**config.mk**
```make
export PLATFORM = sky130hd
export DESIGN_NAME = pkt_fifo
export DESIGN_NICKNAME = d
export VERILOG_FILES = /design/src/rtl/switch_pkg.sv /design/src/rtl/pkt_fifo_mem.sv /design/src/rtl/pkt_fifo.sv
export SDC_FILE = /design/constraint.sdc
export NUM_CORES = 1
export LEC_CHECK = 0
export ABC_AREA = 1
export CORE_MARGIN = 2
export CORE_UTILIZATION = 55
export CTS_CLUSTER_SIZE = 16
export DETAILED_ROUTE_END_ITERATION = 6
export GPL_ROUTABILITY_DRIVEN = 0
export PLACE_DENSITY = 0.85
export SYNTH_ARGS = -nofsm -noshare
export SYNTH_HDL_FRONTEND = slang
export SYNTH_SLANG_ARGS = --single-unit
```
**constraint.sdc**
```tcl
create_clock -name clk -period 3.5 [get_ports clk]
set_input_delay 0.525 -clock clk [delete_from_list [all_inputs] [get_ports clk]]
set_output_delay 0.525 -clock clk [all_outputs]
set_load 0.01 [all_outputs]
```
**src/rtl/switch_pkg.sv**
```systemverilog
// Shared packet layout for the 4-port switch.
// A packet is {source, target, data}, with source in the MSBs.
package switch_pkg;

  localparam int unsigned PKT_SIZE_DEF = 16;
  localparam int unsigned ADDR_W_DEF   = 4;

  // Field positions for the default packet layout
  localparam int unsigned SRC_MSB = PKT_SIZE_DEF - 1;
  localparam int unsigned TGT_MSB = SRC_MSB - ADDR_W_DEF;
  localparam int unsigned TGT_LSB = TGT_MSB - ADDR_W_DEF + 1;

  // Target field of a packet with any layout, for packets up to 64 bits wide.
  // The packet is passed zero-extended.
  function automatic logic [31:0] pkt_target(input logic [63:0]   pkt,
                                             input int unsigned   pkt_size,
                                             input int unsigned   addr_w);
    logic [63:0] sh;
    sh = pkt >> (pkt_size - 2 * addr_w);
    return 32'(sh & ((64'd1 << addr_w) - 64'd1));
  endfunction

endpackage

```
**src/rtl/pkt_fifo_mem.sv**
```systemverilog
// Packet storage for pkt_fifo.
// One synchronous write port and one asynchronous read port. The array is not reset.
module pkt_fifo_mem #(
  parameter int unsigned DEPTH = 8,
  parameter int unsigned WIDTH = 16,
  localparam int unsigned AddrW = $clog2(DEPTH)
) (
  input  logic             clk,
  input  logic             we_i,
  input  logic [AddrW-1:0] waddr_i,
  input  logic [WIDTH-1:0] wdata_i,
  input  logic [AddrW-1:0] raddr_i,
  output logic [WIDTH-1:0] rdata_o
);

  logic [WIDTH-1:0] mem [DEPTH];

  // Write port: stores the accepted packet
  always_ff @(posedge clk) begin
    if (we_i) mem[waddr_i] <= wdata_i;
  end

  assign rdata_o = mem[raddr_i];

endmodule

```
**src/rtl/pkt_fifo.sv**
```systemverilog
// Per-port ingress packet FIFO.
// Selectable FWFT or registered read, any depth >= 2, programmable almost flags,
// head-of-queue target peek, write-through when full, and a saturating drop counter.
module pkt_fifo
  import switch_pkg::*;
#(
  parameter int unsigned PKT_SIZE = PKT_SIZE_DEF,
  parameter int unsigned ADDR_W   = ADDR_W_DEF,
  parameter int unsigned DEPTH    = 8,
  parameter int unsigned FWFT     = 0,
  parameter int unsigned AF_LEVEL = DEPTH - 2,
  parameter int unsigned AE_LEVEL = 1,
  parameter int unsigned DROP_W   = 8,
  localparam int unsigned PtrW    = $clog2(DEPTH),
  localparam int unsigned CntW    = $clog2(DEPTH + 1)
) (
  input  logic                clk,
  input  logic                rst_n,
  input  logic [PKT_SIZE-1:0] data_in,
  input  logic                wr_en,
  input  logic                rd_en,
  input  logic                clr_drop,
  output logic [PKT_SIZE-1:0] data_out,
  output logic                data_valid,
  output logic [ADDR_W-1:0]   header_out,
  output logic                fifo_full,
  output logic                fifo_empty,
  output logic                almost_full,
  output logic                almost_empty,
  output logic [CntW-1:0]     fifo_count,
  output logic [DROP_W-1:0]   drop_count
);

  logic [PtrW-1:0]     wr_ptr_q, wr_ptr_d, rd_ptr_q, rd_ptr_d;
  logic [CntW-1:0]     count_q, count_d;
  logic [DROP_W-1:0]   drop_q, drop_d;
  logic                empty, full, rd_acc, wr_acc, drop_ev;
  logic [PKT_SIZE-1:0] head;

  // Explicit wrap so non-power-of-two depths work
  function automatic logic [PtrW-1:0] ptr_inc(input logic [PtrW-1:0] p);
    return (p == PtrW'(DEPTH - 1)) ? '0 : p + PtrW'(1);
  endfunction

  assign empty   = (count_q == '0);
  assign full    = (count_q == CntW'(DEPTH));
  assign rd_acc  = rd_en && !empty;
  // A read in the same cycle frees the slot, so a full FIFO still accepts
  assign wr_acc  = wr_en && (!full || rd_acc);
  assign drop_ev = wr_en && !wr_acc;

  pkt_fifo_mem #(
    .DEPTH (DEPTH),
    .WIDTH (PKT_SIZE)
  ) u_mem (
    .clk     (clk),
    .we_i    (wr_acc),
    .waddr_i (wr_ptr_q),
    .wdata_i (data_in),
    .raddr_i (rd_ptr_q),
    .rdata_o (head)
  );

  // Next-state for pointers, occupancy and drop counter
  always_comb begin
    wr_ptr_d = wr_acc ? ptr_inc(wr_ptr_q) : wr_ptr_q;
    rd_ptr_d = rd_acc ? ptr_inc(rd_ptr_q) : rd_ptr_q;
    count_d  = count_q;
    case ({wr_acc, rd_acc})
      2'b10:   count_d = count_q + CntW'(1);
      2'b01:   count_d = count_q - CntW'(1);
      default: count_d = count_q;
    endcase
    drop_d = drop_q;
    if (clr_drop) begin
      drop_d = drop_ev ? DROP_W'(1) : '0;
    end else if (drop_ev && (drop_q != '1)) begin
      drop_d = drop_q + DROP_W'(1);
    end
  end

  // State register with synchronous reset
  always_ff @(posedge clk) begin
    if (!rst_n) begin
      wr_ptr_q <= '0;
      rd_ptr_q <= '0;
      count_q  <= '0;
      drop_q   <= '0;
    end else begin
      wr_ptr_q <= wr_ptr_d;
      rd_ptr_q <= rd_ptr_d;
      count_q  <= count_d;
      drop_q   <= drop_d;
    end
  end

  // Flags and peek decode from the registered occupancy
  always_comb begin
    fifo_count   = count_q;
    fifo_full    = full;
    fifo_empty   = empty;
    almost_full  = 32'(count_q) >= AF_LEVEL;
    almost_empty = 32'(count_q) <= AE_LEVEL;
    drop_count   = drop_q;
    header_out   = empty ? '0 : ADDR_W'(pkt_target(64'(head), PKT_SIZE, ADDR_W));
  end

  if (FWFT != 0) begin : g_fwft
    // Head is presented directly; a read just advances to the next entry
    always_comb begin
      data_out   = empty ? '0 : head;
      data_valid = !empty;
    end
  end else begin : g_reg
    logic [PKT_SIZE-1:0] data_q, data_d;
    logic                valid_q, valid_d;

    // Capture head on an accepted read; valid is a one-cycle pulse
    always_comb begin
      data_d  = rd_acc ? head : data_q;
      valid_d = rd_acc;
    end

    // Registered read data with synchronous reset
    always_ff @(posedge clk) begin
      if (!rst_n) begin
        data_q  <= '0;
        valid_q <= 1'b0;
      end else begin
        data_q  <= data_d;
        valid_q <= valid_d;
      end
    end

    assign data_out   = data_q;
    assign data_valid = valid_q;
  end

endmodule

```
Yosys cells after proc, flatten, opt, wreduce, memory -nomap -nowiden
Memories as Yosys holds them, arrays and structs flattened. A register that Yosys moved wholly into a read port is not among the register bits.
Index checks and enable logic that the tools add are counted.
{"block": "word_totals", "word_cells": 42, "in_bits": 21, "n_memories": 1, "register_bits": 35, "output_inout_bits": 37, "ram_bits": 128}
{"name": "u_mem.mem", "depth": 8, "word_bits": 16, "rd": 1, "rd_clocked_by_memory_dff": 1, "write_ports": 1, "line_no": "pkt_fifo_mem.sv:16", "source": "logic [WIDTH-1:0] mem [DEPTH];"}
{"block": "classes", "reduce_logical": 11, "magnitude_cmp": 2, "n_eq_ne": 6, "muxes": 11, "n_addsub": 5}
{"operator": "8-bit 2-to-1 mux", "n": 2}
{"operator": "3-bit 2-to-1 mux", "n": 4}
{"operator": "8-bit by 1-bit adder with 8-bit output (second input constant)", "n": 1}
{"operator": "8-bit != test (second input constant)", "n": 1}
{"operator": "4-bit case mux with 2 select lines", "n": 1}
{"operator": "3-bit by 1-bit adder with 3-bit output (second input constant)", "n": 2}
{"operator": "3-bit equality test (second input constant)", "n": 2}
{"operator": "4-bit by 1-bit adder with 4-bit output (second input constant)", "n": 1}
{"operator": "4-bit equality test (second input constant)", "n": 1}
{"operator": "4-bit by 3-bit greater-or-equal comparator with 1-bit output (second input constant)", "n": 1}
{"operator": "4-bit by 1-bit less-or-equal comparator with 1-bit output (second input constant)", "n": 1}
{"operator": "1-bit logical AND", "n": 4}
{"operator": "4-bit logical NOT", "n": 1}
{"operator": "4-bit 2-to-1 mux", "n": 1}
{"operator": "2-bit nonzero test", "n": 2}
{"operator": "4-bit by 1-bit subtractor with 4-bit output (second input constant)", "n": 1}
{"operator": "1-bit logical NOT", "n": 3}
{"operator": "1-bit 2-to-1 mux", "n": 3}
{"operator": "2-bit by 1-bit equality test with 1-bit output (second input constant)", "n": 1}
{"operator": "2-bit equality test (second input constant)", "n": 1}
{"operator": "1-bit logical OR", "n": 1}

Depth between registers and ports, before layout
Gate-level depths: netlist of run 1.
{"block": "depth", "word_depth": 10, "mapped_depth": 12, "depth_no_buf": 12}

Modules after synthesis
Synthesis of run 1 repeated with hierarchy kept, for this count alone.
{"block": "unflattened", "cells_unflattened": 797, "area_unflattened_um2": 7338.3}
{"mod": "pkt_fifo_mem", "instances": 1, "seq_area_each_um2": 3843.7, "area_per_inst_um2": 5669.2, "cells_each": 571}
{"mod": "pkt_fifo", "instances": 1, "seq_area_each_um2": 700.7, "area_per_inst_um2": 1669.1, "cells_each": 226}

Least setup slack after synthesis of run 1
OpenSTA, ideal clock, no wires.
{"block": "synth_timing", "path_type": "reg2reg", "startpoint": "reg count_q[1] (netlist: fifo_count[1])", "endpoint": "mem u_mem.mem[1][0], enable pin", "t_required_ns": 3.112, "path_slack_ns": 1.138, "n_path_buf": 0, "synth_period_minus_slack_ns": 2.362, "setup_time_ns": 0.388, "arrival_time_ns": 1.974, "stages_incl_launch_ff": 10, "path_cell_list": "dfxtp_1 -> inv_1 -> ha_1 -> nand2_1 -> nor2_1 -> nand2_1 -> nand2_2 -> nor2_1 -> inv_2 -> nor2_1"}
{"block": "synth_via", "word_cells_on_any_way": 9, "cone_classes": "eq/ne (1); mux (2); reduce/logical (6)"}
{"element": "from (decl)", "line_no": "pkt_fifo.sv:35", "source": "logic [CntW-1:0] count_q, count_d;"}
{"element": "from (signal assigned)", "line_no": "pkt_fifo.sv:92", "source": "count_q <= count_d;"}
{"element": "4-bit equality test", "line_no": "pkt_fifo.sv:46", "source": "assign full = (count_q == CntW'(DEPTH));"}
{"element": "named net fifo_full", "line_no": "pkt_fifo.sv:26", "source": "output logic fifo_full,"}
{"element": "1-bit logical NOT", "line_no": "pkt_fifo.sv:49", "source": "assign wr_acc = wr_en && (!full || rd_acc);"}
{"element": "1-bit logical OR", "line_no": "pkt_fifo.sv:49"}
{"element": "1-bit logical AND", "line_no": "pkt_fifo.sv:49"}
{"element": "1-bit 2-to-1 mux", "line_no": "pkt_fifo_mem.sv:20", "source": "if (we_i) mem[waddr_i] <= wdata_i;"}
{"element": "1-bit 2-to-1 mux (not written as such)", "line_no": "pkt_fifo_mem.sv:20"}
{"element": "to (decl)", "line_no": "pkt_fifo_mem.sv:16"}
The timed path passes the listed nets, and every way through them passes these cells.

==> results of run 1 <==
-- worst reg2reg max path, delay by kind of cell, from the launching register on --
family	cells	cell delay (ns)
adders and majority gates	2	0.60
AOI/OAI and AO/OA	4	0.45
and+or+nand+nor	2	0.43
DFF	1	0.40
buffers and inverters	2	0.30
-- kinds of logic after synthesis --
| group | Yosys count | share of synthesized area, % |
|---|---|---|
| and+or+nand+nor | 356 | 21.4 |
| adders and majority gates | 10 | 1.76 |
| DFF | 166 | 64.8 |
| xor gates and xnor gates | 2 | 0.247 |
| AOI/OAI and AO/OA | 59 | 4.26 |
| buffers and inverters | 128 | 7.54 |
-- layer usage --
metal / wire length (um) / share of wire [%]
met5: 0 / 0
met2: 7890 / 49
met3: 1370 / 8.5
met4: 410 / 2.6
met1: 6380 / 40
-- Yosys cell counts, drive strengths merged --
cell type	count
a21oi	30
and3	1
buf	20
clkbuf	7
clkinv	1
dfxtp	38
edfxtp	128
ha	10
inv	100
nand2	196
nand3	88
nand3b	1
nand4	2
nor2	63
nor3	5
o211a	1
o21ai	27
o21bai	1
xor2	2
-- layout make-up --
type | instances | area (um2) | area share [%]
Tap cell | 172 | 215 | 2.54
Inverter | 101 | 384 | 4.53
Clock buffer | 19 | 433 | 5.10
Timing Repair Buffer | 74 | 698 | 8.23
Multi-Input combinational cell | 427 | 1970 | 23.2
Sequential cell | 166 | 4610 | 54.3
Clock inverter | 13 | 181 | 2.14
-- flip-flops by register name (all words and copies together), names as in the netlist, named ones only --
signal / cells
data_out: 16
data_valid: 1
drop_count: 8
fifo_count: 4
rd_ptr_q: 3
u_mem.mem: 128
wr_ptr_q: 3
-- placed cells by master (no fill, tap or decap) --
master           count
o21ai_1              2
clkdlybuf4s50_1     57
a21oi_1             30
inv_1               96
clkinv_4             2
bufinv_16            4
o211a_1              1
buf_4               17
nand3_1             87
inv_2                3
dfxtp_2              1
clkinv_1             2
nor3_1               5
clkbuf_1             2
and3_1               1
clkbuf_16           17
dfxtp_1             37
inv_6                1
nor2_8               2
xor2_1               2
o21ai_0             25
edfxtp_1           128
ha_1                10
nand2_2              1
nand2_1            193
clkinv_2             2
nand2_4              2
nor2_1              60
nor2_2               1
nand3_2              1
o21bai_1             1
clkinvlp_4           4
nand4_1              2
nand3b_1             1
-- power breakdown --
group | leakage, nW | internal (mW) | switching (mW)
clock network | 0.287 | 1.19 | 0.754
registers | 1.47 | 2.27 | 0.0963
logic | 1.71 | 0.569 | 0.916
-- path summary, 6_finish.rpt --
path                            slack (ns)  cells past startpoint       endpoint
worst max-delay path                  0.35                      8  header_out[1]
worst min-delay path                  0.47                      2    data_out[5]
worst max register to register        1.21                     10  fifo_count[2]
worst min register to register        0.47                      2    data_out[5]
==> impl_metrics.yaml, run 1 <==
drt:
  drtPass1Iterations: 5
  initialDrtViolationCount: 608
  routedWlPerCell_um: 16.5
  vias_per_cell: 5.35
  wl_um: 16000
  drc_errors: 0
  vias: 5201
  ant_nets: 0
global_routing:
  grt_pass1_wl_um: 25200
  grt_max_degree: 37
  antenna_found_initial: 0
  overflow: 0
  met1_usage_pct: 29.7
  grt.busiest_layer: "met2"
  grtUsageMet3_pct: 4.94
  grt_use_met2_pct: 40.0
  grt_pass1_vias: 4961
  grt_use_total_pct: 23.8
placed_design:
  placed_area_um2: 7870
  preCtsSetupSlack_ns: 0.890
  dp_hpwl_um: 9300
  dp.cells: 940
  portBuffers: 57
timing:
  finalCriticalPeriod_ns: 3.15
  fin_hold_ws_ns: 0.465
  rsz0062_at_grt: "no"
  slew_violations: 0
  clock.fmax_mhz: 317
  fin_crit_sh_pct: 90.0
  slew_headroom_pct: 55.9
  fin_tns_setup_ns: 0
  tightest_slew_ns: 0.661
  finalSetupViolCount: 0
  hold_viol_final: 0
  finalWorstSetupSlack_ns: 0.348
  clock_skew_ns: 0.00742
setup_path:
  crit_chain: "buf_4 > nor2_1 > nor2_1 > o21ai_0 > nand2_1 > nand2_1 > a21oi_1 > clkdlybuf4s50_1"
  cp_slowest_cell: "clkdlybuf4s50_1"
  crit_path_max_fanout: 32
  path_buf_inv: 2
  worstReg2RegStart: "fifo_count[0]"
  crit_type: "reg2out"
  worstSetupEndpointType: "output port"
  critPathRequiredTime_ns: 2.97
  max_stage_delay_ns: 0.55
  worst_setup_path_start_kind: "flip-flop"
  cp_data_arrival_time_ns: 2.63
  critPathTopFamily: "buffers and inverters"
power_and_ir_drop:
  p_leak_nw: 3.47
  total_power_mw: 5.80
  ir_drop_mv: 0.368
  power_density_nw_per_um2: 683
worst_hold_path:
  hp-class: "reg2reg"
  worstHoldStart: "data_out[5]"
logic_synthesis:
  seq_area_frac_synth_pct: 64.8
  synth_top_area_cell: "edfxtp_1"
  syn_inst: 721
  syn-cell-area_um2: 7110
  yosysTopAreaCellShare_pct: 54.1
  syn-mean-instance-area_um2: 9.86
  synth_area_leaders: "edfxtp_1 (54%), dfxtp_1 (11%), nand2_1 (10%), nand3_1 (6.1%), inv_1 (5.1%)"
  ys_ff_latch: 166
  synth_cell_type_count: 29
  yosys_warnings: 0
  syn_nets: 752
cts:
  cts_tree: "yes"
  cts_made_buffers: 17
  clockBufferDepth: 2
  cts_setup_buffers: 0
  path_clk_slew_ns: 0.06
  cts_root_buf: "clkbuf_16"
  htreeDepth: 4
  ctsHoldBuffers: 0
  clock_latency_ns: 0.42
  numClockSinks: 166
  cts_resized: 0
floorplan:
  fp.dieH_um: 118
  die_width_um: 118
  core_um2: 12600
  io_pins: 58
  die_area_um2: 13800
  core.rowCount: 41
  initial_core_util_pct: 56.3
job:
  drv_cap: 0
layout:
  num_antenna_cells: 0
  finalNonFillerCells: 972
  design_area_um2: 8480
  layout-area-overhead-vs-synth_pct: 19.4
  drive_gt1_share_pct: 7.25
  fill_cells: 910
  post-route-util_pct: 67.2
  fin_nets: 818
status:
  run_status: "finished, final reports clean"
Note: power is estimated with default switching activity, not from simulation.
==> run 2: changes to the inputs <==
--- a/config.mk
+++ b/config.mk
@@ -6,5 +6,5 @@
 export NUM_CORES = 1
 export LEC_CHECK = 0
-export ABC_AREA = 1
+export ABC_AREA = 0
 export CORE_MARGIN = 2
 export CORE_UTILIZATION = 55
@@ -12,5 +12,5 @@
 export DETAILED_ROUTE_END_ITERATION = 6
 export GPL_ROUTABILITY_DRIVEN = 0
-export PLACE_DENSITY = 0.85
+export PLACE_DENSITY = 0.86
 export SYNTH_ARGS = -nofsm -noshare
 export SYNTH_HDL_FRONTEND = slang
==> constraint.sdc (replaced) <==
create_clock -name clk -period 3.5 [get_ports clk]
set_input_delay 0.525 -clock clk [delete_from_list [all_inputs] [get_ports clk]]
set_output_delay 0.525 -clock clk [all_outputs]
set_load 0.005 [all_outputs]
==> impl_metrics.yaml, run 2 <==
logic_synthesis:
  synth_cell_type_count: 44
  syn-cell-area_um2: 6460
  ys_async_sr_fraction_pct: 0
  ys_ff_latch: 166
  syn_inst: 371
  yosys-top-cells-count: "edfxtp_1 (128), dfxtp_1 (38), mux4_2 (32)"
  synth_edf_count: 128
  seq_area_frac_synth_pct: 71.2
  yosys_most_used_dff: "edfxtp_1"
  synth_area_leaders: "edfxtp_1 (59%), dfxtp_1 (12%), mux4_2 (11%), mux2i_1 (3.3%), ha_1 (1.9%)"
  synth_top_area_cell: "edfxtp_1"
  syn-mean-instance-area_um2: 17.4
  yosysMostFrequentCell: "edfxtp_1"
  syn_nets: 402
  yosys_warnings: 0
  yosysTopAreaCellShare_pct: 59.5
power_and_ir_drop:
  power_density_nw_per_um2: 668
  combinationalPowerShare_pct: 20.3
  ir_drop_mv: 0.492
  switching_share_pct: 25.2
  switchingPower_mw: 1.32
  total_power_mw: 5.24
  p_leak_nw: 2.62
  clkPwrFrac_pct: 33.7
  internal_power_mw: 3.92
  seq_power_share_pct: 46.0
cts:
  cts_tree: "yes"
  clockBufferDepth: 2
  path_clk_slew_ns: 0.06
  ctsHoldBuffers: 0
  clock_latency_ns: 0.42
  htreeDepth: 4
  cts_root_buf: "clkbuf_16"
  cts_setup_buffers: 0
  numClockSinks: 166
  cts_made_buffers: 17
  cts_resized: 0
layout:
  drive_gt1_share_pct: 18.7
  largest_register_ffs: 128
  layout-area-overhead-vs-synth_pct: 21.3
  mostFrequentLayoutCells: "edfxtp_1 (128), clkdlybuf4s50_1 (57), dfxtp_1 (37), mux4_2 (32), mux2i_1 (21)"
  fill_cells: 753
  num_antenna_cells: 0
  fin_nets: 477
  layout_commonest_cell: "edfxtp_1"
  regMostFlops: "u_mem.mem"
floorplan:
  die_area_um2: 12600
  fp.dieH_um: 112
  die_width_um: 112
  initial_core_util_pct: 56.6
  core_um2: 11400
  io_pins: 58
  core.rowCount: 39
worst_hold_path:
  hp-class: "reg2reg"
  worstHoldStart: "rd_ptr_q[0]"
timing:
  hold_viol_final: 0
  fin_tns_setup_ns: 0
  clock_skew_ns: 0.00850
  clock.fmax_mhz: 323
  finalWorstSetupSlack_ns: 0.402
  slew_violations: 0
  rsz0062_at_grt: "no"
  finalCriticalPeriod_ns: 3.10
  slew_headroom_pct: 51.1
  finalSetupViolCount: 0
  fin_crit_sh_pct: 88.5
  tightest_slew_ns: 0.731
drt:
  drtPass1Iterations: 4
  vias_per_cell: 6.01
  initialDrtViolationCount: 197
  routedWlPerCell_um: 20.8
  drc_errors: 0
  ant_nets: 0
  vias: 3616
  wl_um: 12500
global_routing:
  grt_pass1_vias: 3658
  grt_pass1_wl_um: 19300
  grt_use_total_pct: 20.8
  grt_max_degree: 36
  antenna_found_initial: 0
  overflow: 0
job:
  drv_cap: 0
setup_path:
  worstSetupEndpointType: "output port"
  crit_type: "reg2out"
  worst_setup_path_start_kind: "flip-flop"
  crit_path_max_fanout: 11
  cp_data_arrival_time_ns: 2.57
  worstReg2RegStart: "fifo_count[0]"
  critPathRequiredTime_ns: 2.97
  regToRegSetupSlack_ns: 0.90
placed_design:
  preCtsSetupSlack_ns: 0.721
  dp_hpwl_um: 7720
  portBuffers: 57
status:
  run_status: "finished, final reports clean"
## run 2: cell types whose count changed in the layout (fill, tap and decap cells not counted), sizes merged, moves of 12 or more
cell,before,now
nand2,196,12
inv,100,7
nand3,88,3
nor2,63,11
mux4,0,32
mux2i,0,21
a21oi,30,18
## run 2: worst max-delay path: stages (launching register included)
cell and delay (ns):
dfxtp_1 0.77, mux4_2 0.61, mux2i_1 0.25, nor2_1 0.07
clkdlybuf4s50_1 0.45
## run 2: metrics by stage
step                      instance area (um2)  hold slack, ns  utilization, %  std cells
after floorplan                          6460           0.460               -        371
after global placement                   7270           0.476            63.7        570
after detailed placement                 7270           0.484            63.7        570
after CTS                                7840           0.495            68.7        602
after global routing                     7840           0.511            68.7        602
final                                    7840           0.489            68.7        602
## run 2: cells by family (layout without fill, tap and decap cells)
kind of cell,Yosys count,after routing,share of synthesized area (%)
buffers and inverters,23,111,1.80
XOR/XNOR,3,3,0.407
AO/OA/AOI/OAI,53,53,4.80
multiplexers,53,53,14.4
adder cells (fa/ha/maj),10,10,1.94
AND/OR/NAND/NOR,63,63,5.40
flip-flops,166,166,71.2
## run 2: cell type report
class	count	area (um2)	share of cell area (%)
well taps	143	179	2.28
repair buffers	74	698	8.91
inverters	5	18.8	0.239
flip-flops and latches	166	4610	58.8
multi-input cells	182	1770	22.6
clock buffers	21	470	6.00
clock inverters	11	98.8	1.26
## run 2: layer usage
layer	up-vias	share of wire, %	routed length [um]	global-route usage (%)
li1	1625	-	-	-
met5	-	0	0	0
met1	1844	43	5320	25.9
met4	0	2.3	286	8.21
met2	120	50	6290	34.9
met3	27	4.7	591	5.89
## run 2: path summary, 6_finish.rpt
| kind | endpoint | cells past startpoint |
|---|---|---|
| min reg2reg | flip-flop | 2 |
| max | header_out[3] | 4 |
| min | flip-flop | 2 |
| max reg2reg | fifo_count[3] | 10 |
## run 2: power by group through the flow
| stage | clock network [mW] | logic, mW | registers, mW |
|---|---|---|---|
| after detailed placement | 0 | 1.06 | 2.45 |
| final | 1.76 | 1.07 | 2.41 |
| after CTS | 1.78 | 1.08 | 2.41 |
| after global placement | 0 | 1.04 | 2.44 |
| after global routing | 1.86 | 1.15 | 2.43 |
| after floorplan | 0 | 0.632 | 2.40 |
